==> src/rtl/master_rx.sv <==
// Receive-side descrambler for a 1/2/4-lane PIPE interface.
// Gen1/Gen2 LFSR (x^16+x^5+x^4+x^3+1), lanes processed in order within one cycle.
module master_rx #(
    parameter logic [15:0] SEED = 16'hFFFF
) (
    input  logic        clk,
    input  logic        reset_n,
    input  logic        turnOff,
    input  logic [5:0]  PIPEWIDTH,
    input  logic        rxValid,
    input  logic [31:0] rxData,
    input  logic [3:0]  rxDataK,
    output logic [31:0] slaveData,
    output logic [3:0]  slaveDataK,
    output logic        slaveValid
);

    localparam logic [7:0]  K_COM = 8'hBC;
    localparam logic [7:0]  K_SKP = 8'h1C;
    localparam logic [15:0] POLY  = 16'h0039;

    logic [15:0] r_lfsr;
    logic [31:0] r_data;
    logic [3:0]  r_data_k;
    logic        r_valid;

    logic [3:0]  w_lane_active;
    logic [31:0] w_data_out;
    logic [3:0]  w_k_out;
    logic [15:0] w_lfsr_next;

    // Advance the LFSR by eight bit times; upper byte returns the eight
    // output bits (first bit in time at bit 0), lower half the new state.
    function automatic logic [23:0] lfsr_adv8(input logic [15:0] state);
        logic [15:0] s;
        logic [7:0]  m;
        s = state;
        m = '0;
        for (int b = 0; b < 8; b++) begin
            m[b] = s[15];
            s    = {s[14:0], 1'b0} ^ (s[15] ? POLY : 16'h0000);
        end
        return {m, s};
    endfunction

    always_comb begin
        unique case (PIPEWIDTH)
            6'd8:    w_lane_active = 4'b0001;
            6'd16:   w_lane_active = 4'b0011;
            default: w_lane_active = 4'b1111;
        endcase
    end

    // Lane n sees the LFSR left behind by lane n-1 in the same cycle.
    always_comb begin
        logic [15:0] v_lfsr;
        logic [23:0] v_adv;
        logic [7:0]  v_byte;
        logic        v_k;
        w_data_out = '0;
        w_k_out    = '0;
        v_lfsr     = r_lfsr;
        v_adv      = '0;
        v_byte     = '0;
        v_k        = 1'b0;
        for (int i = 0; i < 4; i++) begin
            if (w_lane_active[i]) begin
                v_byte     = rxData[8*i +: 8];
                v_k        = rxDataK[i];
                v_adv      = lfsr_adv8(v_lfsr);
                w_k_out[i] = v_k;
                if (turnOff) begin
                    w_data_out[8*i +: 8] = v_byte;
                end else if (v_k && (v_byte == K_COM)) begin
                    w_data_out[8*i +: 8] = v_byte;
                    v_lfsr               = SEED;
                end else if (v_k && (v_byte == K_SKP)) begin
                    w_data_out[8*i +: 8] = v_byte;
                end else if (v_k) begin
                    w_data_out[8*i +: 8] = v_byte;
                    v_lfsr               = v_adv[15:0];
                end else begin
                    w_data_out[8*i +: 8] = v_byte ^ v_adv[23:16];
                    v_lfsr               = v_adv[15:0];
                end
            end
        end
        if (turnOff) begin
            w_lfsr_next = SEED;
        end else if (rxValid) begin
            w_lfsr_next = v_lfsr;
        end else begin
            w_lfsr_next = r_lfsr;
        end
    end

    always_ff @(posedge clk or negedge reset_n) begin
        if (!reset_n) begin
            r_lfsr   <= SEED;
            r_data   <= '0;
            r_data_k <= '0;
            r_valid  <= 1'b0;
        end else begin
            r_lfsr  <= w_lfsr_next;
            r_valid <= rxValid;
            if (rxValid) begin
                r_data   <= w_data_out;
                r_data_k <= w_k_out;
            end
        end
    end

    assign slaveData  = r_data;
    assign slaveDataK = r_data_k;
    assign slaveValid = r_valid;

endmodule

==> config.mk <==
export PLATFORM = sky130hd
export DESIGN_NAME = master_rx
export DESIGN_NICKNAME = d
export VERILOG_FILES = /design/src/rtl/master_rx.sv
export SDC_FILE = /design/constraint.sdc
export NUM_CORES = 1
export LEC_CHECK = 0
export BUFFER_PORTS_ARGS = -buffer_cell sky130_fd_sc_hd__buf_2
export CORE_ASPECT_RATIO = 0.7
export CORE_UTILIZATION = 45
export CTS_CLUSTER_DIAMETER = 80
export DETAILED_ROUTE_END_ITERATION = 10
export PLACE_DENSITY = 0.68
export SYNTH_ARGS = -nofsm -noshare
export SYNTH_HDL_FRONTEND = slang
export SYNTH_SLANG_ARGS = --single-unit
==> constraint.sdc <==
create_clock -name clk -period 3.3 [get_ports clk]
set_clock_uncertainty 0.2 [all_clocks]
set_input_delay 0.66 -clock clk [delete_from_list [all_inputs] [get_ports clk]]
set_output_delay 0.66 -clock clk [all_outputs]
set_load 0.05 [all_outputs]
* Word-level counts from Yosys, hierarchy flattened *
Index checks and enable logic that the tools add are counted.
Widths: inputs -> output; s select.

word-level totals
  register bits after elaboration = 53
  bits of input ports = 46
  output and inout port bits = 37
  word-level logic and storage cells = 133

operators by class
  equal/unequal tests = 10
  mux-type cells = 74
  bitwise gates (word level) = 36
  reductions and logical operators = 9

operator list
  operator            count
  $xor 16x6->16       32
  $mux 16             17
  $mux 6              32
  $mux 8              20
  $eq 8x5->1 const B  4
  $eq 8x8->1 const B  4
  $xor 8x8->8         4
  $logic_and 1x1->1   8
  $pmux 4 s2          1
  $eq 6x4->1 const B  1
  $eq 6x5->1 const B  1
  $mux 1              4
  $reduce_bool 2->1   1

* Longest topological paths before layout *
Gate-level depths: netlist of the first run.

  depth in word-level cells = 81
  depth in mapped cells = 16
  gate-level depth less buffers = 12

* Worst setup path before layout of the first run *
No wires, ideal clock.

  path kind = input port to flip-flop
  from = input port rxData[0]
  to = register r_lfsr[9]
  setup time = 0.092 ns
  data arrival time = 3.508 ns
  data required time = 3.008 ns
  slack = -0.501 ns
  stages on the path = 13
  buffers on the path = 1
  path through = or3b_4 > buf_6 > or4_1 > a21oi_1 > nor2_1 > xor2_1 > xnor2_1 > nor4b_1 > nor3_4 > xor2_1 > xnor3_1 > a21oi_1 > o21ai_1

on the way
  cells in the longest elaborated chain, start to end = 45
  elaborated cells between the ends (all ways) = 61
  classes of those cells = eq/ne: 2; mux: 33; bitwise: 24; reduce/logical: 2

ends and longest elaborated chain
  item                                                          RTL line  text
  start, declared                                               11        input logic [31:0] rxData,
  $eq 8x5->1                                                    77        end else if (v_k && (v_byte == K_SKP)) begin
  $logic_and 1x1->1                                             77
  $mux 16                                                       77
  $mux 16 *                                                     74        end else if (v_k && (v_byte == K_COM)) begin
  $mux 16 *                                                     72        if (turnOff) begin
  $mux 16 *                                                     67        if (w_lane_active[i]) begin
  $xor 16x6->16                                                 41        s = {s[14:0], 1'b0} ^ (s[15] ? POLY : 16'h0000);
  $mux 6 / $xor 16x6->16 (equally long branches)                41
  (+23 left out)                                                n/a
  $mux 16 *                                                     67
  $xor 16x6->16 / $mux 6 (equally long branches) (3 in series)  41
  $xor 16x6->16 (5 in series)                                   41
  $mux 16                                                       77
  $mux 16                                                       74
  $mux 16 *                                                     67
  $mux 16 *                                                     90        end else if (rxValid) begin
  $mux 16 *                                                     88        if (turnOff) begin
  end signal, assigned                                          104       r_lfsr <= w_lfsr_next;
  end, declared                                                 22        logic [15:0] r_lfsr;

Every way passes the cells marked *; elsewhere a longest branch is shown, timed or not. The select of a mux whose other input is x is not followed.
A chain may end at the register's enable or synchronous reset.

* Worst setup path after layout of the first run *
  from = input port rxData[2]
  to = register r_lfsr[8]

on the way
  cells in the longest elaborated chain, start to end = 45
  elaborated cells between the ends (all ways) = 62
  classes of those cells = eq/ne: 2; mux: 34; bitwise: 24; reduce/logical: 2

ends and longest elaborated chain
  item                                                          RTL line
  $eq 8x5->1                                                    77
  $logic_and 1x1->1                                             77
  $mux 16                                                       77
  $mux 16 *                                                     74
  $mux 16 *                                                     72
  $mux 16 *                                                     67
  $xor 16x6->16 (2 in series)                                   41
  $mux 6 / $xor 16x6->16 (equally long branches)                41
  (+23 left out)                                                n/a
  $xor 16x6->16                                                 41
  $xor 16x6->16 / $mux 6 (equally long branches) (3 in series)  41
  $xor 16x6->16 (4 in series)                                   41
  $mux 16                                                       77
  $mux 16                                                       74
  $mux 16 *                                                     67
  $mux 16 *                                                     90
  $mux 16 *                                                     88

Marked as above.

==> results of run 1 <==
[critical path: stages]
cell      delay, ps
buf_2           110
or3b_4          460
or4_4           460
a21oi_4         240
nor2_4           70
buf_4           150
xor2_2          150
xnor2_2         170
nor4b_4         160
nor3_4          310
xor2_2          240
xnor2_1         100
a211oi_1        260
o21ai_1         120
[logic make-up (layout without fill, tap and decap cells)]
group,count (synthesis),in the layout,synth area share
buf+inv,53,327,0.0497
simple gates,219,220,0.208
mux,3,3,0.00603
xor+xnor,110,110,0.197
compound gates,193,193,0.280
flops,53,53,0.259
[state kept, by name, indices dropped and copies added, names as in the netlist]
signal and flops:
r_lfsr 16, slaveValid 1, slaveData 32, slaveDataK 4
[final timing paths]
check | cells after the start | to
max | 14 | r_lfsr[8]
min | 1 | slaveData[30]
max reg2reg | 12 | r_lfsr[11]
min reg2reg | 1 | slaveData[30]
max in group asynchronous | 2 | slaveData[27]
min in group asynchronous | 2 | slaveData[14]
[through the flow]
| stage | cells | power (mW) | setup slack, ps | cell area (µm²) | hold slack [ps] |
|---|---|---|---|---|---|
| after detailed placement | 1010 | 7.19 | -850 | 7140 | 269 |
| after floorplan | 631 | 4.75 | -271 | 5290 | 164 |
| after global placement | 1010 | 7.18 | -854 | 7140 | 263 |
| after CTS | 1037 | 8.79 | -268 | 7990 | 290 |
| after global routing | 1059 | 9.98 | -426 | 8370 | 301 |
| final | 1059 | 9.58 | -360 | 8370 | 285 |
[layer usage]
layer	up-vias	routed length, µm	track usage
met5	-	0	0
met4	0	365	0.0709
met3	44	2860	0.0916
met2	435	9400	0.539
met1	3048	10200	0.584
li1	2841	-	-
[what timing repair did]
item,4_1_cts,5_1_grt
setup buffers,20,25
gates resized for setup,97,46
pin swaps,47,44
gates cloned,1,0
setup endpoints to repair,24,25
[cell type report]
cell class | instances | area, µm²
tap | 153 | 191
sequential | 53 | 1350
multi-input combinational | 526 | 4300
clock buffer | 7 | 153
timing repair buffer | 310 | 2340
fill | 849 | 2760
clock inverter | 1 | 8.76
inverter | 9 | 33.8
[where the power goes]
group          internal (mW)  leakage (nW)  switching [mW]
registers              0.874         0.611           0.166
clock network          0.327        0.0805           0.257
logic                   3.87          2.94            4.08
total                   5.07          3.63            4.51
[placed cells by master (no fill, tap or decap), types with 6 or more instances in the layout]
master,instances
a21oi_1,31
inv_1,8
nand2_2,6
buf_12,7
xor2_2,9
dfstp_2,16
buf_2,79
o21ai_1,10
nor3_4,6
nor3_1,7
o2bb2ai_1,28
a21oi_2,10
buf_4,193
xor2_1,36
o22ai_1,7
dfrtp_1,37
nand3_1,10
nor2_1,47
nand2_1,75
xnor2_1,48
xnor2_2,11
buf_6,28
and2_1,7
o21ai_0,18
a31oi_1,11
==> flow_summary.ini, run 1 <==
[worst_setup_path]
worstSetupEndpointType = flop
startpoint_type = input pin
crit_required_ps = 3330
cp_max_fo = 6
crit_start = rxData[2]
crit-reg2reg-launch = r_lfsr[15]
crit_type = input pin to flop
r2r_slack_ps = -250
arrival_ps = 3690

[yosys]
synth_cell_types = 82
async_reset_ff_frac = 1.00
synth_most_common_cell = nand2_1
synth-seq-cells = 53
synth_area_mm2 = 0.00519
ys_warn_count = 0
synth_area_leaders = dfrtp_1 (18%), xnor2_1 (10%), dfstp_2 (8.1%), xor2_1 (7.8%), nand2_1 (5.9%)
ys.flop_type = dfrtp_1
synth_edf_count = 0
yosys.area.top_type = dfrtp_1
syn_nets = 677
synth_commonest_cells = nand2_1 (82), xnor2_1 (60), nor2_1 (48), xor2_1 (46), a21oi_1 (43)
synth.top_cell.area_share = 0.178
ys_seq_area_frac = 0.259
synthCells = 631
syn_avg_cell_area_um2 = 8.22

[sta]
setup_tns_ps = -5320
period_share = 1.11
rsz0062_at_grt = yes
drv_slew = 0
setup_viol = 22
period_needed_ps = 3660
setup_ws_ps = -360
slew_headroom = 0.334
hold_viol_final = 0
fmax_mhz = 273
worst_pin_slew_ps = 990

[grt]
globalRouteOverflowTotal = 0
grtUsageTotal = 0.382
grt_max_degree = 54
grt_pass1_wl_um = 33800
first_global_vias = 5947
antenna_found_initial = 0

[clock_tree]
clock_latency_ps = 300
holdBufCountCts = 0
root_buffer = clkbuf_16
cts_buffers = 5
clkTransAtPathRegs_ps = 80
cts_buffer_depth = 2
clock_sinks = 53
htreeDepth = 2
cts_tree = built

[place]
gp_congestion = 1.04
io_buffers = 82
hpwlAfterDp_um = 17000

[power_and_ir_drop]
p_per_area_mw_per_mm2 = 1140
p_leak_nw = 3.63
peakVddDrop_uv = 802

[drt]
drc = 0
wl_per_cell_um = 21.5
drt_first_pass_iters = 6
antenna_left = 0
drt_wl_total_um = 22800
viasPerCell = 6.01
vias = 6368
drt_iter0_markers = 705

[floorplanning]
initial_core_util = 0.466
die_x_um = 130
die_y_um = 91.8
rows = 32
ios = 83
dieArea_mm2 = 0.0120
core_area_mm2 = 0.0111

[layout]
final_nets = 951
fin_util = 0.752
areaGrowthSynthToFinish_pct = 61.4
drive_above_1_share = 0.497
antenna_cells = 0

[run_status]
outcome = finished, violations left
violations = setup timing

[min_path]
hp-start = slaveData[30]
worstHoldPathType = flop to flop

[run]
drv_cap = 0
Note: power is estimated with default switching activity, not from simulation.
==> run 2, diff against run 1 <==
--- a/config.mk
+++ b/config.mk
@@ -8,3 +8,2 @@
 export BUFFER_PORTS_ARGS = -buffer_cell sky130_fd_sc_hd__buf_2
-export CORE_ASPECT_RATIO = 0.7
 export CORE_UTILIZATION = 45
==> constraint.sdc (replaced) <==
create_clock -name clk -period 3.3 [get_ports clk]
set_clock_uncertainty 0.2 [all_clocks]
set_input_delay 0.33 -clock clk [delete_from_list [all_inputs] [get_ports clk]]
set_output_delay 0.33 -clock clk [all_outputs]
set_load 0.05 [all_outputs]
==> run 2 against run 1 <==
  * The flow still finishes with violations (setup timing)
  * Largest power group unchanged
  * Via count decreased by 6.4%
  * Fmax increased by 7.8%
  * Non-clock buffer count decreased by 41
  * Critical path type is now flop to flop
  * Worst setup slack improved by 260 ps
  * Largest cell class unchanged
  * Critical path depth decreased by 2
  * Register-to-register slack improved by 150 ps
  * Worst hold slack got worse by 190 ps
==> flow_summary.ini, run 2 (synthesis gave the netlist of run 1 again) <==
[run_status]
outcome = finished, violations left
violations = setup timing

[grt]
antenna_found_initial = 0
grt_pass1_wl_um = 31500
globalRouteOverflowTotal = 0
grt_max_degree = 38
first_global_vias = 5764
grtUsageTotal = 0.357

[sta]
period_share = 1.03
worst_pin_slew_ps = 1370
holdWs_ps = 98.2
setup_tns_ps = -577
drv_slew = 0
slew_headroom = 0.0819
setup_ws_ps = -96.1
period_needed_ps = 3400
hold_viol_final = 0
rsz0062_at_grt = yes
setup_viol = 10
fmax_mhz = 294

[drt]
vias = 5961
viasPerCell = 5.93
drc = 0
drt_wl_total_um = 21000
wl_per_cell_um = 20.9
antenna_left = 0
drt_first_pass_iters = 7
drt_iter0_markers = 502

[worst_setup_path]
startpoint_type = flop
path_cells = xor2_4, xnor2_2, o22ai_2, a221oi_4, buf_6, xnor2_4, a311o_1, or3_1, o211a_1, xor2_1, nor2_1, o21ai_1
arrival_ps = 3430
cp_max_fo = 4
crit-reg2reg-launch = r_lfsr[13]
crit_required_ps = 3340
crit_type = flop to flop
slowest_delay_ps = 640
path_delay_family = compound AO/OA/AOI/OAI gates
cp.depth = 12
worstReg2RegEnd = r_lfsr[10]
crit_start = r_lfsr[13]
critical_path_buf_inv_count = 1
crit_slowest_cell = dfstp_2
r2r_slack_ps = -100
critPathCapture = r_lfsr[10]
worstSetupEndpointType = flop
reg2regPathDepth = 12

[floorplanning]
ios = 83
rows = 38
die_x_um = 109
dieArea_mm2 = 0.0120
die_y_um = 109
core_area_mm2 = 0.0110
initial_core_util = 0.470

[clock_tree]
cts_buffers = 5
clkTransAtPathRegs_ps = 70
cts_tree = built
clock_sinks = 53
cts_buffer_depth = 2
htreeDepth = 2
clock_latency_ps = 310
root_buffer = clkbuf_16

[power_and_ir_drop]
p_leak_nw = 3.47
p_per_area_mw_per_mm2 = 1190
peakVddDrop_uv = 836

[layout]
fin_area_mm2 = 0.00800
areaGrowthSynthToFinish_pct = 54.2
layout.cells.non_filler = 1005
antenna_cells = 0
final_nets = 910
largest_reg_flops = 32
final_common_cell = buf_4
layout_common_cells = buf_4 (167), buf_2 (79), nand2_1 (77), nor2_1 (48), dfrtp_1 (37)
drive_above_1_share = 0.474

[min_path]
worstHoldPathCells = 3
worstHoldPathType = input pin to flop

[place]
io_buffers = 82
place_area_mm2 = 0.00680
place_ws_ps = -436
gp_congestion = 0.970
hpwlAfterDp_um = 16100
dp.cells = 969

[run]
drv_cap = 0
==> run 2: worst min-delay path by stage <==
stage                   from             to  slack [ps]
3_3_place_gp         reset_n  slaveData[11]         260
3_5_place_dp   slaveData[13]  slaveData[13]         270
2_1_floorplan        reset_n  slaveDataK[0]        -170
4_1_cts           rxDataK[1]  slaveDataK[1]          90
6_report          rxDataK[1]  slaveDataK[1]         100
5_1_grt           rxDataK[1]  slaveDataK[1]         110
==> run 2: repair_timing <==
action	CTS	global route
hold buffers	1	0
setup endpoints to repair	21	23
pin swaps	32	50
cloned	0	1
resized for setup	44	108
setup buffers	11	15
hold endpoints to repair	36	0
==> run 2: routing by layer <==
layer	part of all wire	GRT usage	wire length, µm	vias up
met1	0.43	0.489	9090	2859
met5	0	0	0	-
met2	0.45	0.557	9510	289
li1	-	-	-	2760
met3	0.078	0.0622	1650	53
met4	0.037	0.144	784	0
==> run 2: area by class of cell <==
type                            instances  area (µm²)
Tap cell                              140         175
Multi-Input combinational cell        526        4340
Clock inverter                          2        12.5
Timing Repair Buffer                  269        1950
Clock buffer                            6         139
Inverter                                9        33.8
Fill cell                             870        3030
Sequential cell                        53        1350
==> run 2: report_power, final <==
group	internal, mW	total [mW]	switching (mW)
logic	3.90	7.88	3.98
clock network	0.304	0.570	0.267
registers	0.875	1.06	0.185
==> run 2: stage by stage <==
stage	total power [mW]	util
floorplan	4.66	-
global placement	6.94	0.616
detailed placement	6.97	0.616
CTS	8.10	0.661
global route	9.92	0.725
finish	9.51	0.725
==> run 2: worst reg2reg max path, stage by stage, from the launching register on <==
cell and delay, ps:
dfstp_2 640, xor2_4 230, xnor2_2 180, o22ai_2 170, a221oi_4 400, buf_6 180
xnor2_4 70, a311o_1 380, or3_1 360, o211a_1 180, xor2_1 170, nor2_1 60
o21ai_1 120
==> run 3, diff against run 2 <==
- ABC_AREA: default -> 1
==> run 3 against run 2 <==
  * The run now ends clean
  * Critical endpoint unchanged
  * Clock-buffer cell count unchanged
  * Register-to-register slack better by 340 ps
  * Highest routed layer unchanged
  * Cell area shrank 13%
  * Critical path type unchanged
==> flow_summary.ini, run 3 <==
[worst_setup_path]
cp_max_fo = 7
startpoint_type = flop
reg2regPathDepth = 24
worstSetupEndpointType = flop
crit_type = flop to flop
crit_required_ps = 3340
crit-reg2reg-launch = r_lfsr[13]
arrival_ps = 3090
worstReg2RegEnd = r_lfsr[10]
r2r_slack_ps = 250

[yosys]
synth.top_cell.area_share = 0.221
synth_area_mm2 = 0.00586
synth_most_common_cell = nand2_1
async_reset_ff_frac = 1.00
synth_commonest_cells = nand2_1 (345), nand3_1 (124), inv_1 (113), nor2_1 (56), o21ai_0 (50)
ys_warn_count = 0
synth_cell_types = 46
synthCells = 982
ys.flop_type = dfrtp_1
yosys.area.top_type = nand2_1
ys_seq_area_frac = 0.230
synth-seq-cells = 53
synth_area_leaders = nand2_1 (22%), dfrtp_1 (16%), nand3_1 (11%), inv_1 (7.2%), dfstp_2 (7.2%)
synth_edf_count = 0
syn_nets = 1028
syn_avg_cell_area_um2 = 5.97

[sta]
holdWs_ps = 89.6
hold_viol_final = 0
period_needed_ps = 3050
setup_viol = 0
setup_tns_ps = 0
slew_headroom = 0.386
rsz0062_at_grt = yes
worst_pin_slew_ps = 917
fmax_mhz = 328
setup_ws_ps = 247
drv_slew = 0
period_share = 0.925

[grt]
antenna_found_initial = 0
grt_max_degree = 47
grt_pass1_wl_um = 30800
first_global_vias = 6140
globalRouteOverflowTotal = 0
grtUsageTotal = 0.299

[floorplanning]
dieArea_mm2 = 0.0135
initial_core_util = 0.463
core_area_mm2 = 0.0127
rows = 41
ios = 83
die_y_um = 116
die_x_um = 116

[drt]
wl_per_cell_um = 15.4
dr_wl_met3_um = 1270
m1WireLength_um = 8510
wl_met2_um = 9260
top_layer_used = met4
antenna_left = 0
drt_iter0_markers = 548
viasPerCell = 5.34
drc = 0
drt_wl_total_um = 19700
drt_first_pass_iters = 8
vias = 6797

[clock_tree]
clock_latency_ps = 310
cts_buffer_depth = 2
htreeDepth = 2
cts_buffers = 5
clkTransAtPathRegs_ps = 70
root_buffer = clkbuf_16
cts_tree = built
clock_sinks = 53

[layout]
final_nets = 1147
antenna_cells = 0
areaGrowthSynthToFinish_pct = 18.8
final_common_cell = nand2_1
layout.cells.non_filler = 1274
fin_util = 0.550
fin_area_mm2 = 0.00697
layout_common_cells = nand2_1 (344), nand3_1 (124), inv_1 (113), buf_2 (83), nor2_1 (56)
n_fill_cell = 1330
drive_above_1_share = 0.236
largest_reg_flops = 32

[power_and_ir_drop]
total_power_mw = 5.41
p_per_area_mw_per_mm2 = 777
p_leak_nw = 3.88
peakVddDrop_uv = 407

[min_path]
worstHoldPathType = input pin to flop
hp-start = rxDataK[3]
worstHoldPathCells = 2
worstHoldEndpoint = slaveDataK[3]

[place]
gp_congestion = 1.01
place_area_mm2 = 0.00669
place_ws_ps = 21.1
io_buffers = 82
hpwlAfterDp_um = 15700
dp.cells = 1255

[run_status]
outcome = completed

[run]
drv_cap = 0
==> run 3: changes by cell type in the layout (fill, tap and decap cells not counted), moves of 13 or more <==
cell / change
buf_4: -118
buf_6: -15
inv_1: +105
inv_2: +15
nand2_1: +267
nand2_2: +31
nand3_1: +111
nand3_2: +13
o21ai_0: +35
o2bb2ai_1: -27
xnor2_1: -31
xnor2_2: -21
xor2_1: -14
==> run 3: final cells by class <==
class / count / area, µm² / share of cell area
well taps: 172 / 215 / 0.0309
multi-input cells: 774 / 3950 / 0.567
clock buffers: 6 / 139 / 0.0199
inverters: 133 / 503 / 0.0722
repair buffers: 134 / 803 / 0.115
flip-flops and latches: 53 / 1350 / 0.193
clock inverters: 2 / 13.8 / 0.00197
==> run 3: power breakdown <==
part	internal [mW]	switching (mW)
sequential	0.838	0.147
clock	0.303	0.260
combinational	1.27	2.60
total	2.41	3.01
==> run 3: cells by family after synthesis <==
family / synth area share
compound gates: 0.135
xor+xnor: 0.0403
buf+inv: 0.104
flops: 0.230
simple gates: 0.491
==> run 3: worst max-delay path by stage <==
stage                           from         end  slack, ps  depth (start not counted)
after floorplan           r_lfsr[13]  r_lfsr[11]        650                         23
after global placement     rxData[5]   r_lfsr[4]         60                         25
after detailed placement   rxData[5]   r_lfsr[4]         20                         25
after CTS                 r_lfsr[15]   r_lfsr[4]        180                         25
after global routing      r_lfsr[13]  r_lfsr[10]        -10                         24
final                     r_lfsr[13]  r_lfsr[10]        250                         24
==> run 3: repair_timing <==
| action | CTS | global route |
|---|---|---|
| hold buffers | 2 | 0 |
| gates resized for setup | 0 | 8 |
| buffers inserted | 0 | 9 |
| endpoints found under the setup margin | 0 | 10 |
| endpoints found under the hold margin | 26 | 0 |
==> run 3: worst max-delay path: stages (launching register included) <==
cell and delay, ps:
dfstp_2 560, inv_1 160, nand2_1 110, nand2_1 70, o21ai_0 100, nand3_2 100
nand3_2 130, nand2_2 120, inv_2 90, nand2_1 50, nand2_1 80, o21ai_1 70
nand3_1 110, nand2_1 80, nand2_2 80, nand2_2 80, nand2_1 90, nand3_2 150
nand2_1 100, nand2_1 80, nand2_1 70, nand3_1 70, nand2_1 60, nand2_1 80
a21oi_1 130
==> run 3: routing by layer <==
metal / up-vias / global-route usage
met1: 3098 / 0.378
met2: 255 / 0.514
met4: 0 / 0.111
met3: 39 / 0.0467
met5: - / 0
li1: 3405 / -
